===== src/rtl/punc_mem_arbiter.sv =====
// ---------------------------------------------------------------------------
// punc_mem_arbiter
//
// Shares the single-port PUnC memory between the core (fetch/load/store) and
// a debug/loader port. The memory macro has a synchronous read with one
// cycle of latency, so read data is routed back to whichever port issued
// the read on the previous cycle.
//
// Grant order (first match wins):
//   1. core lock held      -> core only, debug never granted
//   2. debug starved       -> debug (starve_cnt == STARVE_MAX and dbg_req)
//   3. core_req            -> core
//   4. dbg_req             -> debug
// With PUNC_ARB_RR_EN defined, rules 3/4 become round-robin on a tie using a
// last-winner register (reset value = debug, so core wins the first tie).
//
// Handshake: a requester holds req/we/addr/wdata stable until it sees its
// gnt. gnt is combinational and means the access is issued this cycle. For
// a read, rvalid pulses on the following cycle with rdata; writes give no
// rvalid.
//
// Ports:
//   clk, rst            clock (rising edge) / async active-low reset
//   core_*              core request, lock, grant and read return
//   dbg_*               debug request, grant and read return
//   mem_*               memory macro strobe, write enable, address, data
//
// Optional build macro: PUNC_ARB_RR_EN (round-robin tie break).
// ---------------------------------------------------------------------------
module punc_mem_arbiter #(
  parameter int AW         = 16,
  parameter int DW         = 16,
  parameter int STARVE_MAX = 8,
  parameter int CNT_W      = 4
) (
  input  logic          clk,
  input  logic          rst,
  input  logic          core_req,
  input  logic          core_we,
  input  logic          core_lock,
  input  logic [AW-1:0] core_addr,
  input  logic [DW-1:0] core_wdata,
  output logic          core_gnt,
  output logic          core_rvalid,
  output logic [DW-1:0] core_rdata,
  input  logic          dbg_req,
  input  logic          dbg_we,
  input  logic [AW-1:0] dbg_addr,
  input  logic [DW-1:0] dbg_wdata,
  output logic          dbg_gnt,
  output logic          dbg_rvalid,
  output logic [DW-1:0] dbg_rdata,
  output logic          mem_en,
  output logic          mem_we,
  output logic [AW-1:0] mem_addr,
  output logic [DW-1:0] mem_wdata,
  input  logic [DW-1:0] mem_rdata
);

  localparam logic [CNT_W-1:0] STARVE_LIM = CNT_W'(STARVE_MAX);

  logic             lock;
  logic [CNT_W-1:0] starve_cnt;
  logic             rd_core;     // read issued by core last cycle
  logic             rd_dbg;      // read issued by debug last cycle
  logic             starved;

`ifdef PUNC_ARB_RR_EN
  logic             last_dbg;    // 1: debug won the most recent grant
`endif

  assign starved = (starve_cnt == STARVE_LIM) && dbg_req;

  // Grant decision. Reset is folded in so no access can leak to the memory
  // while rst is low, even though the grants are purely combinational.
  always_comb begin
    core_gnt = 1'b0;
    dbg_gnt  = 1'b0;
    if (!rst) begin
      core_gnt = 1'b0;
      dbg_gnt  = 1'b0;
    end else if (lock) begin
      core_gnt = core_req;
    end else if (starved) begin
      dbg_gnt = 1'b1;
    end else if (core_req && dbg_req) begin
`ifdef PUNC_ARB_RR_EN
      if (last_dbg) core_gnt = 1'b1;
      else          dbg_gnt  = 1'b1;
`else
      core_gnt = 1'b1;
`endif
    end else if (core_req) begin
      core_gnt = 1'b1;
    end else if (dbg_req) begin
      dbg_gnt = 1'b1;
    end
  end

  always_ff @(posedge clk or negedge rst) begin
    if (!rst) begin
      lock       <= 1'b0;
      starve_cnt <= '0;
      rd_core    <= 1'b0;
      rd_dbg     <= 1'b0;
    end else begin
      // Lock only changes on a core grant; idle cycles keep it.
      if (core_gnt) lock <= core_lock;

      if (!dbg_req || dbg_gnt)       starve_cnt <= '0;
      else if (starve_cnt != STARVE_LIM) starve_cnt <= starve_cnt + 1'b1;

      rd_core <= core_gnt && !core_we;
      rd_dbg  <= dbg_gnt  && !dbg_we;
    end
  end

`ifdef PUNC_ARB_RR_EN
  always_ff @(posedge clk or negedge rst) begin
    if (!rst)          last_dbg <= 1'b1;
    else if (core_gnt) last_dbg <= 1'b0;
    else if (dbg_gnt)  last_dbg <= 1'b1;
  end
`endif

  // Memory side: mux from the granted requester, zero when idle.
  always_comb begin
    mem_en    = core_gnt | dbg_gnt;
    mem_we    = 1'b0;
    mem_addr  = '0;
    mem_wdata = '0;
    if (core_gnt) begin
      mem_we    = core_we;
      mem_addr  = core_addr;
      mem_wdata = core_wdata;
    end else if (dbg_gnt) begin
      mem_we    = dbg_we;
      mem_addr  = dbg_addr;
      mem_wdata = dbg_wdata;
    end
  end

  // Read return: only the port that owns the pending read sees data.
  assign core_rvalid = rd_core;
  assign dbg_rvalid  = rd_dbg;
  assign core_rdata  = rd_core ? mem_rdata : '0;
  assign dbg_rdata   = rd_dbg  ? mem_rdata : '0;

endmodule


===== config.mk =====
export PLATFORM = sky130hd
export DESIGN_NAME = punc_mem_arbiter
export DESIGN_NICKNAME = d
export VERILOG_FILES = /design/src/rtl/punc_mem_arbiter.sv
export SDC_FILE = /design/constraint.sdc
export NUM_CORES = 1
export LEC_CHECK = 0
export BUFFER_PORTS_ARGS = -buffer_cell sky130_fd_sc_hd__buf_2
export CELL_PAD_IN_SITES_DETAIL_PLACEMENT = 0
export CELL_PAD_IN_SITES_GLOBAL_PLACEMENT = 2
export CORE_ASPECT_RATIO = 1.1
export CORE_MARGIN = 3
export CORE_UTILIZATION = 12
export CTS_CLUSTER_DIAMETER = 30
export CTS_CLUSTER_SIZE = 25
export DETAILED_ROUTE_END_ITERATION = 8
export PLACE_DENSITY = 0.89
export SYNTH_ARGS = -nofsm -noshare
export SYNTH_HDL_FRONTEND = slang
export SYNTH_SLANG_ARGS = --single-unit

===== constraint.sdc =====
create_clock -name clk -period 3.62 [get_ports clk]
set_input_delay 0.724 -clock clk [delete_from_list [all_inputs] [get_ports clk]]
set_output_delay 0.724 -clock clk [all_outputs]
set_load 0.01 [all_outputs]

Word-level counts from Yosys, hierarchy flattened
Cells that the tools add are included.
{"block": "word_totals", "ff_bits": 7, "in_bits": 87}
{"block": "op_classes", "n_addsub": 1, "n_eq_ne": 2, "mux": 21, "n_bitwise": 1, "n_reduce_logical": 9}
{"op": "$mux W16", "count": 6}
{"op": "$mux W1", "count": 13}
{"op": "$mux W4", "count": 2}
{"op": "$add A4 B1 Y4 const B", "count": 1}
{"op": "$eq A4 B4 Y1 const B", "count": 1}
{"op": "$logic_and A1 B1 Y1", "count": 4}
{"op": "$ne A4 B4 Y1 const B", "count": 1}
{"op": "$logic_not A1 Y1", "count": 3}
{"op": "$reduce_bool A2 Y1", "count": 1}
{"op": "$logic_or A1 B1 Y1", "count": 1}
{"op": "$or A1 B1 Y1", "count": 1}

Longest topological paths before layout
{"block": "logic_depth", "ltp_word": 8, "ltp_mapped": 6}

Least setup slack after synthesis
Ideal clock, no wire load.
{"block": "synth_timing", "kind": "input to output", "startpoint": "input dbg_req", "endpoint": "output mem_addr[7]", "arrival_ps": 1522, "t_required_ps": 2896, "slack_ps": 1374, "path_stages": 4, "path_cell_list": "nand2_1 > a211oi_4 > buf_6 > a22o_1"}
{"block": "synth_between", "elab_chain_len": 8}
{"element": "start: declaration", "line": "46", "rtl": "input logic dbg_req,"}
{"element": "$mux W1", "line": "95", "rtl": "end else if (dbg_req) begin"}
{"element": "$mux W1", "line": "93", "rtl": "end else if (core_req) begin"}
{"element": "$mux W1", "line": "86", "rtl": "end else if (core_req && dbg_req) begin"}
{"element": "$mux W1 *", "line": "84", "rtl": "end else if (starved) begin"}
{"element": "$mux W1 *", "line": "82", "rtl": "end else if (lock) begin"}
{"element": "$mux W1 *", "line": "79", "rtl": "if (!rst) begin"}
{"element": "named net dbg_gnt", "line": "50", "rtl": "output logic dbg_gnt,"}
{"element": "$mux W16 *", "line": "136", "rtl": "end else if (dbg_gnt) begin"}
{"element": "$mux W16 *", "line": "132", "rtl": "if (core_gnt) begin"}
{"element": "end: declaration", "line": "55", "rtl": "output logic [AW-1:0] mem_addr,"}
Mark *: on every way through the listed nets, which the timed path passes. The rest lies on a longest branch.

Worst setup path after layout
{"block": "layout_timing", "startpoint": "register starve_cnt[0]", "endpoint": "output mem_wdata[8]"}
{"block": "layout_between", "elab_chain_len": 7}
{"element": "start: declaration", "line": "63", "rtl": "logic [CNT_W-1:0] starve_cnt;"}
{"element": "start signal: assignment", "line": "111", "rtl": "else if (starve_cnt != STARVE_LIM) starve_cnt <= starve_cnt + 1'b1;"}
{"element": "$eq A4 B4 Y1 *", "line": "72", "rtl": "assign starved = (starve_cnt == STARVE_LIM) && dbg_req;"}
{"element": "$logic_and A1 B1 Y1 *", "line": "72"}
{"element": "$mux W1", "line": "84"}
{"element": "$mux W1", "line": "82"}
{"element": "$mux W1", "line": "79"}
{"element": "$mux W16", "line": "136"}
{"element": "$mux W16 *", "line": "132"}
{"element": "end: declaration", "line": "56", "rtl": "output logic [DW-1:0] mem_wdata,"}
Every way passes the cells marked *; elsewhere a longest branch is shown, timed or not.

==> impl_metrics.ini <==
[outcome]
status = finished clean

[final_layout]
diodes = 0
nFillCells = 861
final_nets = 354
drive_gt1_share_pct = 64.8
final_area_um2 = 1880
final_util_pct = 24.6
syn_to_final_growth_pct = 94.9

[cts]
cts_buffers = 3
holdBufCountCts = 0
postCtsSetupRepairBufs = 0
clk_path_buf_depth = 2
cts_tree = built
path_clk_slew_ps = 40
cts-root-buf = clkbuf_8
ctsResizeCount = 0
htreeDepth = 1
clock_latency_ps = 220
cts.sinks = 7

[yosys]
yosysTopAreaCell = a22o_1
synth_area_leaders = a22o_1 (24%), and2_1 (21%), dfrtp_1 (18%)
netlist_area_um2 = 962
synth_edf_count = 0
synthFlopType = dfrtp_1
yosysMostFrequentCell = and2_1
synth.distinct_cells = 28
syn_inst = 110
synth_commonest_cells = and2_1 (32), a22o_1 (26), a22o_2 (7), dfrtp_1 (7)
avgSynthCellArea_um2 = 8.75
ys_seq_area_share_pct = 18.2
ys_seq_elements = 7
synth_top_area_share_pct = 23.7
synthArstFlopShare_pct = 100
yosys_warnings = 0
synth_nets = 199

[placed_design]
place_area_um2 = 1830
post-dp-hpwl_um = 3440
gp_congestion = 0.729
pre_cts_ws_ps = 877
io_buffers = 156

[timing]
fin_skew_ps = 0.551
fmax_ghz = 0.364
tightest_slew_ps = 394
tns_ps = 0
period_share_pct = 75.8
setup_ws_ps = 876
period_minus_slack_ps = 2740
relSlewSlack_pct = 73.7
rsz0062_at_grt = false
final_hold_viol_count = 0
setup_viol = 0
slew_violations = 0

[pwr]
p_leak_nw = 1.14
peakVddDrop_uv = 87.6
total_power_w = 0.000350
powerDensity_nw_per_um2 = 187

[global_routing]
grt_max_degree = 36
antenna_found_initial = 0
grtUsageTotal_pct = 7.90
grt_pass1_vias = 1395
overflow = 0
grt_pass1_wl_um = 6030

[detailed_routing]
vias = 1475
route.met2.wl_um = 1930
ant_nets = 0
routedWlPerCell_um = 10.8
dr.pass1.iters = 4
drt_first_iter_violations = 52
via_per_inst = 4.00
highest_layer = met4
route.layer.met1.wl_um = 1550
route.detailed.drc = 0
wl_um = 4000
dr_wl_met3_um = 483

[worst_hold_path]
worstHoldPathType = in -> async

[floorplan]
core-area_um2 = 7640
core.rowCount = 33
die_area_um2 = 9130
io_pins = 157
initial_core_util_pct = 12.6
die_x_um = 91.4
dieHeight_um = 99.9

[critical_path]
rr_worst_depth = 6
critical-path-top-delay-family = buffers and inverters
reg2reg_slack_ps = 1900
slowest_stage = dfrtp_1
critPathRequiredTime_ps = 2900
r2r_end = core_rvalid
critPathLaunchType = flip-flop
cp-end-kind = output port
cp.arrival_ps = 2020
worstSetupPathType = reg -> out
worstPathMaxFanout = 35
max_stage_delay_ps = 400
cp_num_buf_inv = 3
timing.rr.start = starve_cnt[0]
cp_cell_sequence = inv_1, ha_1, and3b_1, a21oi_4, buf_4, a22o_1, buf_2

[flow_run]
max_cap_violations = 0
per-stage QoR:
stage	hold WS, ps	std cells
3_5_place_dp	559	365
4_1_cts	348	369
3_3_place_gp	571	365
6_report	346	369
2_1_floorplan	428	110
5_1_grt	364	369
flip-flops by register name, summed over array words and instances, names as in the netlist:
signal	flops
starve_cnt	4
core_rvalid	1
dbg_rvalid	1
lock	1
metal layers:
layer	up-vias	GRT usage, %
li1	714	-
met1	639	9.18
met2	118	14.5
met3	4	1.65
met4	0	2.44
met5	-	0
power breakdown:
part | internal (W) | switching [W]
Combinational | 0.0000824 | 0.0000700
Sequential | 0.0000839 | 0.00000842
Clock | 0.0000758 | 0.0000296
how the worst max path moves through the flow:
| stage | start | to | slack, ps | cells after the start |
|---|---|---|---|---|
| 5_1_grt | starve_cnt[0] | mem_wdata[11] | 700 | 7 |
| 2_1_floorplan | dbg_req | mem_addr[7] | 1370 | 4 |
| 4_1_cts | starve_cnt[0] | mem_wdata[11] | 840 | 7 |
| 3_5_place_dp | rst | mem_addr[2] | 880 | 6 |
| 3_3_place_gp | rst | mem_wdata[5] | 920 | 6 |
| 6_report | starve_cnt[0] | mem_wdata[8] | 880 | 7 |
cell usage in the layout, fill, tap and decap left out, drive strengths merged:
master  instances
o211ai          1
xnor2           1
dfrtp           7
o21ai           1
clkbuf          4
buf           158
nand2b          1
ha              2
nand3           3
a21oi           4
and3b           1
inv             3
o32ai           1
o22a            1
nor3            2
and2           32
a22o           33
nand3b          1
a211oi          1
and2b           1
o21a            1
nand2           2
xor2            1
nor2b           2
worst register-to-register path, delay by kind of cell, from the launching register on:
family	cells	cell delay, ps
buffers and inverters	2	390
and+or+nand+nor	2	460
DFF	1	400
adders and majority gates	1	240
AOI/OAI and AO/OA	1	150
layout make-up:
cell class / instances / area, um^2 / share of cell area [%]
timing repair buffer: 158 / 796 / 42.4
sequential: 7 / 175 / 9.34
clock buffer: 4 / 45.0 / 2.40
tap: 105 / 131 / 7.00
multi-input combinational: 92 / 717 / 38.2
inverter: 3 / 11.3 / 0.600
kinds of logic after synthesis:
family	after synthesis	share of synthesized area, %
AOI/OAI and AO/OA	43	40.2
DFF	7	18.2
adders and majority gates	2	2.60
and+or+nand+nor	45	29.9
xor gates and xnor gates	2	1.82
buffers and inverters	11	7.28
Power figures use the tool's default switching activity.
